$ cat config.mk
export PLATFORM = sky130hd
export DESIGN_NAME = barret_arb_1213
export DESIGN_NICKNAME = d
export VERILOG_FILES = /design/src/rtl/barret_arb_1213.sv
export SDC_FILE = /design/constraint.sdc
export NUM_CORES = 1
export LEC_CHECK = 0
export BUFFER_PORTS_ARGS = -buffer_cell sky130_fd_sc_hd__buf_4
export CAP_MARGIN = 20
export CORE_ASPECT_RATIO = 1.2
export CORE_UTILIZATION = 50
export DETAILED_ROUTE_END_ITERATION = 16
export GPL_ROUTABILITY_DRIVEN = 0
export PLACE_DENSITY = 0.69
export REMOVE_ABC_BUFFERS = 1
export SKIP_CTS_REPAIR_TIMING = 1
export SYNTH_ARGS = -nofsm -noshare
export SYNTH_HDL_FRONTEND = slang
export SYNTH_SLANG_ARGS = --single-unit
export TNS_END_PERCENT = 100
$ cat constraint.sdc
create_clock -name clk -period 10.1 [get_ports clk]
set_input_delay 2.02 -clock clk [delete_from_list [all_inputs] [get_ports clk]]
set_output_delay 2.02 -clock clk [all_outputs]
set_load 0.02 [all_outputs]
$ cat src/rtl/barret_arb_1213.sv
// ---------------------------------------------------------------------------
// barret_arb_1213
//
// Two-requester round-robin arbiter in front of a shared 3-stage Barrett
// reduction pipeline computing a mod Q for 21-bit operands.
//
//   S1  operand capture       (valid, operand, requester id)
//   S2  quotient estimate     (valid, partial remainder r, id)
//   S3  output register       (valid, reduced result, id) -> out_*
//
// Ports
//   clk, rst                  clock, synchronous active-high reset
//   req0_valid/data/ready     requester 0 operand handshake
//   req1_valid/data/ready     requester 1 operand handshake
//   out_valid/data/id/ready   reduced result handshake (id = issuing requester)
//   busy                      any pipeline stage holds a valid entry
//   done_cnt                  number of results transferred, wraps at 16 bits
//
// The whole pipeline stalls as a unit whenever S3 holds a result that the
// consumer does not take, so results always leave in acceptance order.
// ---------------------------------------------------------------------------
module barret_arb_1213 #(
    parameter int Q  = 1213,
    parameter int MU = 3457,
    parameter int K  = 11
) (
    input  logic         clk,
    input  logic         rst,
    input  logic         req0_valid,
    input  logic [20:0]  req0_data,
    output logic         req0_ready,
    input  logic         req1_valid,
    input  logic [20:0]  req1_data,
    output logic         req1_ready,
    output logic         out_valid,
    output logic [K-1:0] out_data,
    output logic         out_id,
    input  logic         out_ready,
    output logic         busy,
    output logic [15:0]  done_cnt
);

    localparam int W = 21;
    localparam logic [W-1:0] Q_W  = W'(Q);
    localparam logic [W-1:0] MU_W = W'(MU);

    // Requester vectors so the per-requester handshake can be generated.
    logic [1:0]   req_valid;
    logic [W-1:0] req_data [2];
    logic [1:0]   req_ready;

    assign req_valid   = {req1_valid, req0_valid};
    assign req_data[0] = req0_data;
    assign req_data[1] = req1_data;

    // Pipeline state
    logic         ptr_reg;
    logic         s1_valid_reg;
    logic [W-1:0] s1_data_reg;
    logic         s1_id_reg;
    logic         s2_valid_reg;
    logic [W-1:0] s2_r_reg;
    logic         s2_id_reg;
    logic         s3_valid_reg;
    logic [K-1:0] s3_data_reg;
    logic         s3_id_reg;
    logic [15:0]  done_cnt_reg;

    logic         stall;
    logic         grant;
    logic         accept;
    logic [W-1:0] accept_data;

    // A result sitting in S3 that is not being taken freezes every stage.
    assign stall = s3_valid_reg && !out_ready;

    // Round-robin: the pointer only matters when both requesters compete.
    always_comb begin
        grant = ptr_reg;
        if (req_valid == 2'b01) begin
            grant = 1'b0;
        end else if (req_valid == 2'b10) begin
            grant = 1'b1;
        end
    end

    generate
        for (genvar gi = 0; gi < 2; gi++) begin : g_ready
            // Ready is suppressed during reset so nothing is accepted into a
            // pipeline that is being cleared on the same edge.
            assign req_ready[gi] = !stall && !rst && req_valid[gi] && (grant == 1'(gi));
        end
    endgenerate

    assign req0_ready  = req_ready[0];
    assign req1_ready  = req_ready[1];
    assign accept      = |req_ready;
    assign accept_data = req_data[grant];

    // S2 quotient estimate. Every intermediate is kept to 21 bits so the
    // arithmetic wraps exactly like the reference model, including for
    // operands near 2^21 where qv*MU overflows.
    logic [W-1:0] qv_next;
    logic [W-1:0] qh_next;
    logic [W-1:0] t_next;
    logic [W-1:0] m_next;
    logic [W-1:0] r_next;

    always_comb begin
        qv_next = s1_data_reg >> K;
        qh_next = qv_next * MU_W;
        t_next  = qh_next >> K;
        m_next  = t_next * Q_W;
        r_next  = s1_data_reg - m_next;
    end

    // S3 final conditional subtraction, then truncation to the result width.
    logic [K-1:0] out_data_next;

    always_comb begin
        out_data_next = K'((s2_r_reg >= Q_W) ? (s2_r_reg - Q_W) : s2_r_reg);
    end

    always_ff @(posedge clk) begin
        if (rst) begin
            ptr_reg      <= 1'b0;
            s1_valid_reg <= 1'b0;
            s1_data_reg  <= '0;
            s1_id_reg    <= 1'b0;
            s2_valid_reg <= 1'b0;
            s2_r_reg     <= '0;
            s2_id_reg    <= 1'b0;
            s3_valid_reg <= 1'b0;
            s3_data_reg  <= '0;
            s3_id_reg    <= 1'b0;
            done_cnt_reg <= '0;
        end else begin
            if (accept) begin
                ptr_reg <= ~grant;
            end

            if (!stall) begin
                // S1: capture the granted operand, or a bubble.
                s1_valid_reg <= accept;
                if (accept) begin
                    s1_data_reg <= accept_data;
                    s1_id_reg   <= grant;
                end

                // S2: partial remainder.
                s2_valid_reg <= s1_valid_reg;
                if (s1_valid_reg) begin
                    s2_r_reg  <= r_next;
                    s2_id_reg <= s1_id_reg;
                end

                // S3: data/id only move with a valid entry so a bubble leaves
                // the last result visible rather than garbage.
                s3_valid_reg <= s2_valid_reg;
                if (s2_valid_reg) begin
                    s3_data_reg <= out_data_next;
                    s3_id_reg   <= s2_id_reg;
                end
            end

            if (s3_valid_reg && out_ready) begin
                done_cnt_reg <= done_cnt_reg + 16'd1;
            end
        end
    end

    assign out_valid = s3_valid_reg;
    assign out_data  = s3_data_reg;
    assign out_id    = s3_id_reg;
    assign done_cnt  = done_cnt_reg;
    assign busy      = s1_valid_reg | s2_valid_reg | s3_valid_reg;

endmodule

==> flow_summary.json <==
{
  "root_buffer": "clkbuf_16",
  "synth_ff_type": "dfxtp_1",
  "grt_overflow": 0,
  "ant_nets": 0,
  "whs_path_depth": 2,
  "synth_fa_ha_area_frac": 0.355,
  "clock_sinks": 76,
  "io_pins": 79,
  "row_count": 49,
  "end_kind": "register",
  "diodes": 0,
  "drt_iter0_drc": 193,
  "area_growth_pct": 14.6,
  "cts_buffer_depth": 2,
  "die_area_sq_um": 15800,
  "setup_viol_count_final": 0,
  "syn_avg_cell_area_sq_um": 8.84,
  "fin_util": 0.586,
  "finalSetupTns_ps": 0,
  "synth-edff-count": 0,
  "critical_path_class": "register to register",
  "max_cap_violations": 0,
  "outcome": "complete, no violations",
  "drive_gt1_frac": 0.127,
  "async_reset_ff_frac": 0,
  "grtUsageTotal": 0.217,
  "cp_slowest_cell": "fa_1",
  "die_width_um": 115,
  "crit_family": "adder cells",
  "antenna_found_initial": 0,
  "finClkSkew_ps": 10.4,
  "crit_path_max_fanout": 7,
  "hold_path_end": "s2_r_reg[14]$_SDFFE_PP0P_",
  "finalWirelength_um": 16200,
  "critPathMaxStageDelay_ps": 540,
  "reg2reg_slack_ps": 1050,
  "hold_violations": 0,
  "cts_made_buffers": 9,
  "crit_cells": 32,
  "die_y_um": 137,
  "synth_cell_types": 64,
  "vias": 5907,
  "r2r-end": "s2_r_reg[19]$_SDFFE_PP0P_",
  "drc": 0,
  "synthMuxAreaShare": 0.0301,
  "grt_start_max_net_pins": 48,
  "critPathBufInv": 7,
  "synthesis.area_sq_um": 7650,
  "critPathRequiredTime_ps": 10350,
  "path_clk_slew_ps": 70,
  "reg2reg_from": "s1_data_reg[19]$_SDFFE_PP0P_",
  "ys_seq_area_frac": 0.199,
  "slew_viol_final": 0,
  "grt_pass1_wl_um": 26700,
  "worstHoldStart": "s2_r_reg[14]$_SDFFE_PP0P_",
  "synth_top_family_by_area": "adder cells",
  "h-tree-depth": 3,
  "cp.arrival_ps": 9290,
  "routed_via_density": 5.17,
  "start_util": 0.511,
  "synth-seq-cells": 76,
  "fin_crit_ps": 9050,
  "hpwl_um": 13300,
  "clock_latency_ps": 350,
  "wl_per_cell_um": 14.2,
  "tritoncts": "yes",
  "nNetsFinal": 1161,
  "synth-xor-area-share": 0.0663,
  "firstDrtPassIters": 4,
  "fp.coreArea_sq_um": 15000,
  "fmax_ghz": 0.111,
  "synth-compound-area-share": 0.138,
  "critPathLaunchType": "register",
  "postSynthCellCount": 865,
  "first_global_vias": 5756,
  "yosys.area_share.simple": 0.126,
  "min_path_type": "register to register",
  "maxSlewHeadroom": 0.442,
  "final.period_utilization": 0.896,
  "worst_pin_slew_ps": 835,
  "portBuffers": 78,
  "r2r_cells": 32,
  "synth_warnings": 0,
  "rsz0062_at_grt": "false"
}
## kinds of logic (layout without fill, tap and decap cells)
| logic type | after synthesis | count (layout) |
|---|---|---|
| compound gates | 154 | 154 |
| simple gates | 203 | 203 |
| fa+ha+maj | 182 | 182 |
| xor+xnor | 54 | 54 |
| mux | 23 | 23 |
| buf+inv | 173 | 246 |
| flops | 76 | 76 |
## synth_stat cells, types with 3 or more instances
library cell  count  share of area
nor3_1           12         0.0079
and4_1            5         0.0057
a31oi_1           4         0.0033
fa_1             59           0.15
inv_1           144          0.071
mux2i_1          23          0.030
xnor2_1          25          0.029
nand3_1          14         0.0092
a21oi_2           3         0.0034
o21ai_0          25          0.016
and2_1            6         0.0049
o31ai_1           3         0.0029
a21o_1           11          0.011
nor2b_1           5         0.0041
buf_1             4         0.0020
nand4_1           6         0.0049
nand2b_1          3         0.0025
a21oi_1          46          0.030
nor2_1           76          0.037
nand3b_1          4         0.0039
o2111ai_1         3         0.0034
xor2_1           26          0.030
o21a_1            4         0.0039
a211oi_1         27          0.027
nand2_1          47          0.023
clkbuf_1         22          0.011
and3_1            9         0.0074
a21boi_0          4         0.0039
ha_1            122           0.20
dfxtp_1          76           0.20
or3_1             5         0.0041
## through the flow
step           instance area, sq um  hold slack [ps]  std cells  setup slack (ps)
2_1_floorplan                  7540              420        838              1740
3_3_place_gp                   8430              435       1126              1230
3_5_place_dp                   8430              444       1126              1160
4_1_cts                        8760              451       1142              1070
5_1_grt                        8760              465       1142               571
6_report                       8760              448       1142              1050
## per-layer routing
metal	global-route usage	up-vias	routed length [um]
li1	-	3038	-
met1	0.269	2754	7330
met2	0.389	92	8210
met3	0.0264	23	398
met4	0.0722	0	306
met5	0	-	0
## tightest hold or removal path: stages, from the launching register on
cell	delay, ps
dfxtp_1	310
nand2_1	50
a21oi_1	50
## placed cells by master (no fill, tap or decap), types with 14 or more instances in the layout
| cell type | instances |
|---|---|
| xor2_1 | 26 |
| a21oi_1 | 46 |
| fa_1 | 59 |
| nand2_1 | 47 |
| a211oi_1 | 27 |
| nand3_1 | 14 |
| nor2_1 | 76 |
| xnor2_1 | 25 |
| o21ai_0 | 25 |
| buf_4 | 84 |
| ha_1 | 122 |
| inv_1 | 144 |
| mux2i_1 | 23 |
| dfxtp_1 | 76 |
## worst max path at each step
stage	from	endpoint	slack, ps
global route	s1_data_reg[19]$_SDFFE_PP0P_	s2_r_reg[19]$_SDFFE_PP0P_	570
floorplan	s1_data_reg[19]$_SDFFE_PP0P_	s2_r_reg[20]$_SDFFE_PP0P_	1740
detailed placement	s1_data_reg[19]$_SDFFE_PP0P_	s2_r_reg[19]$_SDFFE_PP0P_	1160
global placement	s1_data_reg[19]$_SDFFE_PP0P_	s2_r_reg[19]$_SDFFE_PP0P_	1230
finish	s1_data_reg[19]$_SDFFE_PP0P_	s2_r_reg[19]$_SDFFE_PP0P_	1050
CTS	s1_data_reg[19]$_SDFFE_PP0P_	s2_r_reg[19]$_SDFFE_PP0P_	1070
## cell type report
type	count	area, sq um
well taps	204	255
fillers	1359	6200
clock buffers	9	225
repair buffers	84	631
clock inverters	7	106
flip-flops and latches	76	1520
multi-input cells	616	5470
inverters	146	551
Power is left out: the tool's default activity adds up to more than one toggle a clock period on the data nets, which glitch-free logic cannot reach.
